$ cat config.mk
export PLATFORM = sky130hd
export DESIGN_NAME = vending_ctrl_param
export DESIGN_NICKNAME = d
export VERILOG_FILES = /design/src/rtl/vending_pkg.sv /design/src/rtl/vend_idle_timer.sv /design/src/rtl/vending_ctrl_param.sv
export SDC_FILE = /design/constraint.sdc
export NUM_CORES = 1
export LEC_CHECK = 0
export ABC_AREA = 1
export ABC_CLOCK_PERIOD_IN_PS = 3000
export BUFFER_PORTS_ARGS = -buffer_cell sky130_fd_sc_hd__clkbuf_2
export CAP_MARGIN = 20
export CORE_ASPECT_RATIO = 1.75
export CORE_MARGIN = 2
export CORE_UTILIZATION = 58
export CTS_BUF_LIST = sky130_fd_sc_hd__clkbuf_4 sky130_fd_sc_hd__clkbuf_8
export DETAILED_ROUTE_END_ITERATION = 10
export PLACE_DENSITY = 0.79
export SYNTH_ARGS = -nofsm -noshare
export SYNTH_HDL_FRONTEND = slang
export SYNTH_SLANG_ARGS = --single-unit
$ cat constraint.sdc
create_clock -name clk -period 3 [get_ports clk]
set_input_delay 0.3 -clock clk [delete_from_list [all_inputs] [get_ports clk]]
set_output_delay 0.3 -clock clk [all_outputs]
set_load 0.02 [all_outputs]
$ cat src/rtl/vending_pkg.sv
// Shared coin encodings, FSM state type and coin valuation for the vend controller.
package vending_pkg;

  localparam logic [1:0] COIN_25   = 2'b00;
  localparam logic [1:0] COIN_50   = 2'b01;
  localparam logic [1:0] COIN_100  = 2'b10;
  localparam logic [1:0] COIN_NONE = 2'b11;

  typedef enum logic [1:0] {IDLE, COLLECT, VEND, REFUND} state_t;

  // Coin value in quarters; COIN_NONE is worth nothing.
  function automatic logic [2:0] coin_value(input logic [1:0] coin);
    case (coin)
      COIN_25:  return 3'd1;
      COIN_50:  return 3'd2;
      COIN_100: return 3'd4;
      default:  return 3'd0;
    endcase
  endfunction

endpackage

$ cat src/rtl/vend_idle_timer.sv
// Inactivity timer: counts while run is high, flags the last cycle before refund.
module vend_idle_timer #(
  parameter int TIMEOUT_CYC = 1280,
  parameter int TMR_W       = 11
) (
  input  logic clk,
  input  logic reset,
  input  logic run,
  input  logic clear,
  output logic expire
);

  localparam logic [TMR_W-1:0] LAST = TMR_W'(TIMEOUT_CYC - 1);

  logic [TMR_W-1:0] timer;

  assign expire = (timer == LAST);

  always_ff @(posedge clk) begin
    if (reset || clear) begin
      timer <= '0;
    end else if (run) begin
      timer <= expire ? '0 : timer + TMR_W'(1);
    end
  end

endmodule

$ cat src/rtl/vending_ctrl_param.sv
// Parametrised vend controller: accumulates credit, vends at PRICE, refunds on
// cancel or inactivity timeout. All pulse outputs and chg_q are registered.
module vending_ctrl_param
  import vending_pkg::*;
#(
  parameter int PRICE       = 4,
  parameter int TIMEOUT_CYC = 1280,
  parameter int CREDIT_W    = 9,
  parameter int TMR_W       = 11
) (
  input  logic                clk,
  input  logic                reset,
  input  logic [1:0]          coin,
  input  logic                cancel,
  output logic                pr_en,
  output logic                chg_valid,
  output logic [CREDIT_W-1:0] chg_q,
  output logic                refund,
  output logic                coin_reject,
  output logic [CREDIT_W-1:0] credit,
  output logic                busy
);

  localparam logic [CREDIT_W-1:0] PRICE_C = CREDIT_W'(PRICE);

  state_t              state, state_nxt;
  logic [CREDIT_W-1:0] credit_nxt, chg_nxt, sum;
  logic                pr_nxt, chgv_nxt, refund_nxt, reject_nxt;
  logic                coin_present, tmr_run, tmr_expire;

  assign coin_present = (coin != COIN_NONE);
  assign sum          = credit + CREDIT_W'(coin_value(coin));
  assign tmr_run      = (state == COLLECT) && !coin_present && !cancel;
  assign busy         = (state != IDLE);

  vend_idle_timer #(
    .TIMEOUT_CYC(TIMEOUT_CYC),
    .TMR_W      (TMR_W)
  ) u_timer (
    .clk   (clk),
    .reset (reset),
    .run   (tmr_run),
    .clear (!tmr_run),
    .expire(tmr_expire)
  );

  always_comb begin
    state_nxt  = state;
    credit_nxt = credit;
    pr_nxt     = 1'b0;
    chgv_nxt   = 1'b0;
    refund_nxt = 1'b0;
    reject_nxt = 1'b0;
    chg_nxt    = '0;
    case (state)
      IDLE: begin
        if (coin_present) begin
          credit_nxt = sum;
          state_nxt  = (sum >= PRICE_C) ? VEND : COLLECT;
        end
      end
      COLLECT: begin
        if (coin_present) begin
          credit_nxt = sum;
          if (sum >= PRICE_C)  state_nxt = VEND;
          else if (cancel)     state_nxt = REFUND;
        end else if (cancel || tmr_expire) begin
          state_nxt = REFUND;
        end
      end
      default: begin
        state_nxt  = IDLE;
        credit_nxt = '0;
        reject_nxt = coin_present;
      end
    endcase
    // Pulses are registered, so they are decoded from the state being entered.
    case (state_nxt)
      VEND: begin
        pr_nxt   = 1'b1;
        chgv_nxt = 1'b1;
        chg_nxt  = credit_nxt - PRICE_C;
      end
      REFUND: begin
        refund_nxt = 1'b1;
        chgv_nxt   = 1'b1;
        chg_nxt    = credit_nxt;
      end
      default: ;
    endcase
  end

  always_ff @(posedge clk) begin
    if (reset) begin
      state       <= IDLE;
      credit      <= '0;
      pr_en       <= 1'b0;
      chg_valid   <= 1'b0;
      chg_q       <= '0;
      refund      <= 1'b0;
      coin_reject <= 1'b0;
    end else begin
      state       <= state_nxt;
      credit      <= credit_nxt;
      pr_en       <= pr_nxt;
      chg_valid   <= chgv_nxt;
      chg_q       <= chg_nxt;
      refund      <= refund_nxt;
      coin_reject <= reject_nxt;
    end
  end

endmodule

---- Word level (Yosys, flattened, before mapping) ----
Index checks and enable logic that the tools add are counted.
cells by class
  $add $sub $neg .......................... 3
  multipliers ............................. 0
  div/mod/pow operators ................... 0
  $lt $le $gt $ge ......................... 1
  equal/unequal tests ..................... 7
  shift-type cells ........................ 0
  mux-type cells .......................... 15
  bitwise gates (word level) .............. 0
  reductions and logical operators ........ 13
operators by type and width
  kind                     number
  $mux W9                  2
  $pmux W9 S2              1
  $mux W2                  6
  $add A11 B1 Y11 const B  1
  $eq A11 B11 Y1 const B   1
  $mux W11                 1
  $add A9 B3 Y9            1
  $ge A9 B3 Y1 const B     1
  $pmux W3 S3              1
  $sub A9 B3 Y9 const B    1
  $eq A2 B2 Y1 const B     3
  $eq A2 B1 Y1 const B     2
  $logic_not A2 Y1         2
  $pmux W2 S2              1
  $reduce_or A2 Y1         2
  $logic_not A1 Y1         3
  $mux W1                  3
  $reduce_or A3 Y1         1
  $logic_and A1 B1 Y1      2
  $logic_or A1 B1 Y1       2
  $ne A2 B2 Y1 const B     1
  $reduce_bool A2 Y1       1
storage, ports and cells
  register bits ........................... 35
  bits in latches ......................... 0
  bits in writable memories ............... 0
  ROM bits ................................ 0
  output and inout bits ................... 23
  memories ................................ 0

---- Depth between registers and ports, before layout ----
Gate-level depths: netlist of run 1.
  depth in word-level cells ............... 10
  depth in mapped cells ................... 21
  depth with buffers taken out ............ 21

---- Hierarchy ----
Synthesis of run 1 repeated with hierarchy kept, for this count alone.
unflattened totals
  cells, all modules ...................... 289
  area total of the unflattened synthesis .. 1975.6 um2
modules (own cells, without submodules)
  module              times used  cells an instance  area each (um2)
  vending_ctrl_param  1           205                1397.6
  vend_idle_timer     1           84                 578.1

---- Worst setup path before layout of run 1 ----
OpenSTA, ideal clock, no wires.
  kind .................................... register to register
  from .................................... register credit[0]
  to ...................................... register chg_q[4]
  library setup time ...................... 0.115 ns
  arrival time ............................ 2.207 ns
  required time ........................... 2.885 ns
  setup slack ............................. 0.678 ns
  cell stages (with the launch flop) ...... 18
  path buffers ............................ 1
  cells stage by stage .................... dfxtp_1 -> ha_1 -> inv_1 -> fa_1 -> inv_1 -> nand3_1 -> nand2_1 -> nand2_1 -> nand2_1 -> nand2_1 -> nor2_2 -> nand3_1 -> or2_1 -> buf_6 -> nand3_1 -> nand2_1 -> nand2_1 -> nor2_2
between the ends
  word-level cells in the longest chain between the ends .. 7
  elaborated cells on any way between the ends .. 13
ends and longest elaborated chain
  element                            RTL line                                            RTL
  start, declared                    vending_ctrl_param.sv:20                            output logic [CREDIT_W-1:0] credit,
  start signal, assigned             vending_ctrl_param.sv:104                           credit <= credit_nxt;
  $add A9 B3 Y9                      vending_ctrl_param.sv:32                            assign sum = credit + CREDIT_W'(coin_value(coin));
  $ge A9 B3 Y1                       vending_ctrl_param.sv:59, vending_ctrl_param.sv:65
  $mux W2, on equally long branches  vending_ctrl_param.sv:65, vending_ctrl_param.sv:59
  $mux W2, on equally long branches  vending_ctrl_param.sv:63, vending_ctrl_param.sv:57
  $pmux W2 S2                        vending_ctrl_param.sv:55                            case (state)
  $eq A2 B2 Y1                       vending_ctrl_param.sv:78                            case (state_nxt)
  $pmux W9 S2 (*)                    vending_ctrl_param.sv:78
  end signal, assigned               vending_ctrl_param.sv:107                           chg_q <= chg_nxt;
  end, declared                      vending_ctrl_param.sv:17                            output logic [CREDIT_W-1:0] chg_q,
Every way passes the cells marked *; elsewhere a longest branch is shown, timed or not.
A chain may end at the register's enable or synchronous reset.

---- Final worst setup path of run 1 ----
  from .................................... register credit[0]
  to ...................................... register chg_q[2]
The elaborated chain is that of the path after synthesis.

==> flow_metrics.env, run 1 <==
export IMPL_vias_per_cell=4.96
export IMPL_hold_viol=0
export IMPL_io_pins=28
export IMPL_p_per_area_nw_per_um2=586
export IMPL_synth_ff_type="dfxtp_1"
export IMPL_grt_pass1_wl_um=6220
export IMPL_rsz0062_at_grt="no"
export IMPL_dr_pass1_iters=4
export IMPL_seq_area_frac_synth_pct=38.3
export IMPL_required_ps=3180
export IMPL_place_area_um2=2000
export IMPL_fillers=290
export IMPL_syn_area_um2=1830
export IMPL_critPathSlowestCell="fa_1"
export IMPL_clock_fmax_ghz=0.396
export IMPL_cts_buffers=5
export IMPL_postCtsHoldBufs=0
export IMPL_htreeDepth=2
export IMPL_crit_path_frequent_cell="nand2_1"
export IMPL_antenna_found_initial=0
export IMPL_fp_dieArea_um2=3640
export IMPL_reg2reg_to="chg_q[2]"
export IMPL_clkTransAtPathRegs_ps=70
export IMPL_vdd_ir_drop_max_mv=0.458
export IMPL_grt_max_degree=15
export IMPL_critPathBufInv=2
export IMPL_cts_tree="built"
export IMPL_antenna_left=0
export IMPL_diodes=0
export IMPL_core_area_um2=3070
export IMPL_place_congestion=0.857
export IMPL_hold_class="in2reg"
export IMPL_via_count=1711
export IMPL_cap_violations=0
export IMPL_yosysUniqueCellTypes=30
export IMPL_finalHoldWorstSlack_ps=386
export IMPL_root_buffer="clkbuf_8"
export IMPL_syn_to_final_growth_pct=14.4
export IMPL_clockBufferDepth=2
export IMPL_hpwlAfterDp_um=3070
export IMPL_numPortBuffers=27
export IMPL_worstRegToRegCells=16
export IMPL_rrSetupSlack_ps=470
export IMPL_die_x_um=46.5
export IMPL_cts_sinks=35
export IMPL_tightest_slew_ps=390
export IMPL_grt_pass1_vias=1587
export IMPL_drv_slew=0
export IMPL_clock_skew_ps=7.51
export IMPL_yosysTopAreaCellShare_pct=38.3
export IMPL_postSynthCellCount=269
export IMPL_grt_use_total_pct=23.7
export IMPL_wirelength_um=3800
export IMPL_drc_errors=0
export IMPL_synth_edf_count=0
export IMPL_p_leak_nw=1.02
export IMPL_synth_area_leaders="dfxtp_1 (38%), nand2_1 (15%), nor2_1 (8.8%), inv_1 (7.0%), nand3_1 (4.1%)"
export IMPL_slew_headroom_pct=74.0
export IMPL_dieHeight_um=78.3
export IMPL_fin_crit_sh_pct=84.3
export IMPL_crit_end="chg_q[2]"
export IMPL_ys_async_sr_fraction_pct=0
export IMPL_cp_data_arrival_time_ps=2700
export IMPL_clk_latency_ps=290
export IMPL_overflow=0
export IMPL_wl_per_cell_um=11.0
export IMPL_regToRegStartpoint="credit[0]"
export IMPL_cts_resized_gates=0
export IMPL_synth_top_area_cell="dfxtp_1"
export IMPL_synthesis_nets=280
export IMPL_endpoint_kind="flop"
export IMPL_cp_num_cells=16
export IMPL_outcome="finished, final reports clean"
export IMPL_yosysMostFrequentCell="nand2_1"
export IMPL_crit_path_start_kind="flop"
export IMPL_max_stage_delay_ps=390
export IMPL_design_area_um2=2090
export IMPL_path_class="reg2reg"
export IMPL_layout_nets=312
export IMPL_drt_iter0_drc=14
export IMPL_final_layout_size_suffix_gt1_share_pct=20.9
export IMPL_crit_chain="ha_1 > inv_1 > fa_1 > inv_1 > nand3_1 > nand2_1 > nand2_1 > nand2_1 > nand2_1 > nor2_2 > nand3_1 > or2_1 > nand2_4 > nor2_1 > nand3_1 > nand2_1"
export IMPL_finalCriticalPeriod_ps=2530
export IMPL_crit_path_start="credit[0]"
export IMPL_setup_viol=0
export IMPL_ys_warn_count=0
export IMPL_path_delay_family="simple AND/OR/NAND/NOR gates"
export IMPL_avgSynthCellArea_um2=6.80
export IMPL_yosys_top_cells_count="nand2_1 (74), nor2_1 (43), dfxtp_1 (35)"
export IMPL_fp_row_count=27
export IMPL_cts_setup_buffers=0
export IMPL_ys_seq_elements=35
export IMPL_finalSetupTns_ps=0
export IMPL_initial_utilization_pct=59.5
export IMPL_path_max_fanout=9
[worst min path at each step]
| stage | start | to | slack (ps) | depth (start not counted) |
|---|---|---|---|---|
| finish | reset | credit[4] | 390 | 2 |
| floorplan | reset | credit[3] | 380 | 1 |
| global route | reset | credit[4] | 410 | 2 |
| CTS | reset | credit[4] | 390 | 2 |
| detailed placement | u_timer.timer[0] | u_timer.timer[0] | 440 | 1 |
| global placement | u_timer.timer[0] | u_timer.timer[0] | 430 | 1 |
[flip-flops by register name (all words and copies together), names as in the netlist]
| name | count |
|---|---|
| chg_valid | 1 |
| refund | 1 |
| pr_en | 1 |
| u_timer.timer | 11 |
| coin_reject | 1 |
| state | 2 |
| credit | 9 |
| chg_q | 9 |
[report_power, final]
group | internal (mW) | switching (mW) | total, mW | leakage, nW
clock network | 0.181 | 0.160 | 0.341 | 0.0491
registers | 0.506 | 0.0205 | 0.526 | 0.284
logic | 0.116 | 0.243 | 0.359 | 0.692
total | 0.803 | 0.424 | 1.23 | 1.02
[layer usage]
layer	track usage (%)	share of wire, %	vias to the layer above
met5	0	0	-
met1	21.7	39	772
met4	13.1	2.7	0
met3	4.83	1.9	9
li1	-	-	906
met2	43.9	56	24
[metrics by stage]
step / setup slack (ps) / utilization [%] / power [mW] / instances
after floorplan: 678 / - / 0.816 / 269
after global placement: 358 / 65.2 / 0.890 / 337
after detailed placement: 291 / 65.2 / 0.898 / 337
after CTS: 445 / 68.1 / 1.24 / 345
after global routing: 222 / 68.1 / 1.30 / 345
final: 472 / 68.1 / 1.23 / 345
[layout by cell type (no fill, tap or decap), drive strengths merged, types with 2 or more instances in the layout]
cell type,netlist,layout
nand2,79,79
nor2,52,52
inv,41,41
dfxtp,35,35
clkbuf,1,34
nand3,19,19
nand4,7,7
nor3,6,6
a21oi,5,5
ha,5,5
o211ai,3,3
o21ai,3,3
or2,3,3
xnor2,2,2
[cell families (layout without fill, tap and decap cells)]
| group | Yosys count | count (layout) | synth area share [%] |
|---|---|---|---|
| AOI/OAI and AO/OA | 14 | 14 | 4.65 |
| adders and majority gates | 6 | 6 | 4.51 |
| buffers and inverters | 43 | 76 | 9.23 |
| DFF | 35 | 35 | 38.3 |
| and+or+nand+nor | 168 | 168 | 41.9 |
| xor gates and xnor gates | 3 | 3 | 1.44 |
[cell type report]
class	count	area [um2]	share of cell area, %
clock buffer	7	83.8	4.01
inverter	41	154	7.36
clock inverter	1	5.00	0.239
tap	43	53.8	2.57
multi-input combinational	191	960	45.9
sequential	35	701	33.5
timing repair buffer	27	135	6.46
No activity file was read; power rests on OpenSTA's default activity.
==> run 2: changes to the inputs <==
--- a/config.mk
+++ b/config.mk
@@ -6,15 +6,15 @@
 export NUM_CORES = 1
 export LEC_CHECK = 0
 export ABC_AREA = 1
-export ABC_CLOCK_PERIOD_IN_PS = 3000
+export ABC_CLOCK_PERIOD_IN_PS = 2200
 export BUFFER_PORTS_ARGS = -buffer_cell sky130_fd_sc_hd__clkbuf_2
 export CAP_MARGIN = 20
 export CORE_ASPECT_RATIO = 1.75
 export CORE_MARGIN = 2
-export CORE_UTILIZATION = 58
+export CORE_UTILIZATION = 53
 export CTS_BUF_LIST = sky130_fd_sc_hd__clkbuf_4 sky130_fd_sc_hd__clkbuf_8
 export DETAILED_ROUTE_END_ITERATION = 10
-export PLACE_DENSITY = 0.79
+export PLACE_DENSITY = 0.76
 export SYNTH_ARGS = -nofsm -noshare
 export SYNTH_HDL_FRONTEND = slang
 export SYNTH_SLANG_ARGS = --single-unit
==> constraint.sdc (replaced) <==
create_clock -name clk -period 2.2 [get_ports clk]
set_input_delay 0.22 -clock clk [delete_from_list [all_inputs] [get_ports clk]]
set_output_delay 0.22 -clock clk [all_outputs]
set_load 0.02 [all_outputs]
==> run 2 against run 1 <==
Largest power group unchanged. Cell count rose by 5.8%. Highest routed layer unchanged. Critical path type unchanged. The run now ends with negative setup slack left. Routed wire length rose by 8.5%. Sequential share of layout area fell by 4.1 points. Via count rose by 4.9%. Die area rose by 8.8%.
==> flow_metrics.env, run 2 (synthesis results as in run 1) <==
export IMPL_outcome="finished, violations left"
export IMPL_violations="negative setup slack"
export IMPL_cap_violations=0
export IMPL_drv_slew=0
export IMPL_crit_path_start_kind="flop"
export IMPL_fp_row_count=28
export IMPL_grt_max_degree=15
export IMPL_core_area_um2=3330
export IMPL_placed_cells=355
export IMPL_final_layout_size_suffix_gt1_share_pct=33.8
export IMPL_place_area_um2=2140
export IMPL_finalCriticalPeriod_ps=2240
export IMPL_antenna_left=0
export IMPL_clock_fmax_ghz=0.446
export IMPL_cts_sinks=35
export IMPL_drc_errors=0
export IMPL_hpwlAfterDp_um=3110
export IMPL_vdd_ir_drop_max_mv=0.785
export IMPL_wirelength_um=4120
export IMPL_finalPower_mw=2.00
export IMPL_p_per_area_nw_per_um2=834
export IMPL_fin_crit_sh_pct=102
export IMPL_crit_chain="ha_4 > inv_2 > fa_2 > inv_2 > nand3_2 > nand2_2 > nand2_1 > nand2_1 > nand2_2 > nor2_4 > nand3_4 > or2_4 > nand2_4 > nor2_2 > nand3_1 > nand2_1"
export IMPL_critPathSlowestCell="dfxtp_4"
export IMPL_htreeDepth=2
export IMPL_postCtsHoldBufs=0
export IMPL_vias_per_cell=4.92
export IMPL_crit_path_frequent_cell="nand2_1"
export IMPL_slew_headroom_pct=70.1
export IMPL_clk_latency_ps=290
export IMPL_fillers=270
export IMPL_place_congestion=0.832
export IMPL_endpoint_kind="flop"
export IMPL_top_regs="u_timer.timer x11, chg_q x9, credit x9"
export IMPL_setup_viol=5
export IMPL_largest_reg_flops=11
export IMPL_wl_per_cell_um=11.3
export IMPL_overflow=0
export IMPL_io_pins=28
export IMPL_fin_util_pct=72.1
export IMPL_p_leak_nw=1.15
export IMPL_initial_utilization_pct=55.0
export IMPL_clockBufferDepth=2
export IMPL_dieHeight_um=81.7
export IMPL_rsz0062_at_grt="yes"
export IMPL_cp_data_arrival_time_ps=2420
export IMPL_layout_nets=330
export IMPL_via_count=1795
export IMPL_regMostFlops="u_timer.timer"
export IMPL_hold_viol=0
export IMPL_required_ps=2380
export IMPL_path_max_fanout=5
export IMPL_final_common_cell="nand2_1"
export IMPL_grt_use_total_pct=22.2
export IMPL_numPortBuffers=27
export IMPL_tightest_slew_ps=447
export IMPL_drt_iter0_drc=28
export IMPL_grt_pass1_wl_um=6890
export IMPL_grt_pass1_vias=1747
export IMPL_dr_pass1_iters=4
export IMPL_max_stage_delay_ps=360
export IMPL_layout_common_cells="nand2_1 (66), nor2_1 (37), dfxtp_1 (33)"
export IMPL_antenna_found_initial=0
export IMPL_path_class="reg2reg"
export IMPL_design_area_um2=2400
export IMPL_clock_skew_ps=7.99
export IMPL_syn_to_final_growth_pct=31.2
export IMPL_fp_dieArea_um2=3960
export IMPL_diodes=0
export IMPL_final_cells=365
export IMPL_root_buffer="clkbuf_8"
export IMPL_die_x_um=48.4
export IMPL_clkTransAtPathRegs_ps=70
export IMPL_cts_tree="built"
export IMPL_finalSetupTns_ps=-80.0
export IMPL_cts_buffers=5
export IMPL_fin_ws_ps=-42.4
export IMPL_hold_class="in2reg"
-- run 2: repair_timing --
action	in CTS	in global routing
cloned	0	1
gates resized for setup	19	18
pin swaps	9	9
endpoints found under the setup margin	14	14
setup buffers	0	1
-- run 2: path summary, 6_finish.rpt --
path                     from                to  slack, ps  depth (start not counted)
max                 credit[0]          chg_q[2]        -40                         16
min                   coin[1]       coin_reject        280                          4
min reg2reg  u_timer.timer[0]  u_timer.timer[0]        450                          1
max reg2reg         credit[0]          chg_q[2]        -40                         16
-- run 2: layout make-up --
| cell class | count | area [um2] | area share, % |
|---|---|---|---|
| Tap cell | 45 | 56.3 | 2.35 |
| Timing Repair Buffer | 44 | 270 | 11.3 |
| Inverter | 41 | 156 | 6.52 |
| Multi-Input combinational cell | 192 | 1090 | 45.6 |
| Clock buffer | 6 | 82.6 | 3.44 |
| Sequential cell | 35 | 706 | 29.4 |
| Clock inverter | 2 | 35.0 | 1.46 |
-- run 2: worst max-delay path: cells and delay by family, from the launching register on --
kind          cells  cell delay [ps]
simple gates     12             1180
fa+ha+maj         2              470
flops             1              360
buf+inv           2              100
-- run 2: routing by layer --
layer	routed length [um]	up-vias	global-route usage (%)
met4	85	0	10.6
met3	99	8	3.82
met1	1560	823	19.6
met2	2380	25	47.2
li1	-	939	-
met5	0	-	0
-- run 2: through the flow --
| step | setup WS [ps] | hold WS, ps |
|---|---|---|
| finish | -42.4 | 279 |
| detailed placement | -390 | 443 |
| global placement | -298 | 433 |
| floorplan | 12.5 | 304 |
| global route | -142 | 315 |
| CTS | -30.7 | 271 |
-- run 2: power by group --
part           internal, mW  total, mW  switching, mW
logic                 0.277      0.695          0.418
registers             0.691      0.718         0.0267
clock network         0.366      0.589          0.223
total                  1.33       2.00          0.668
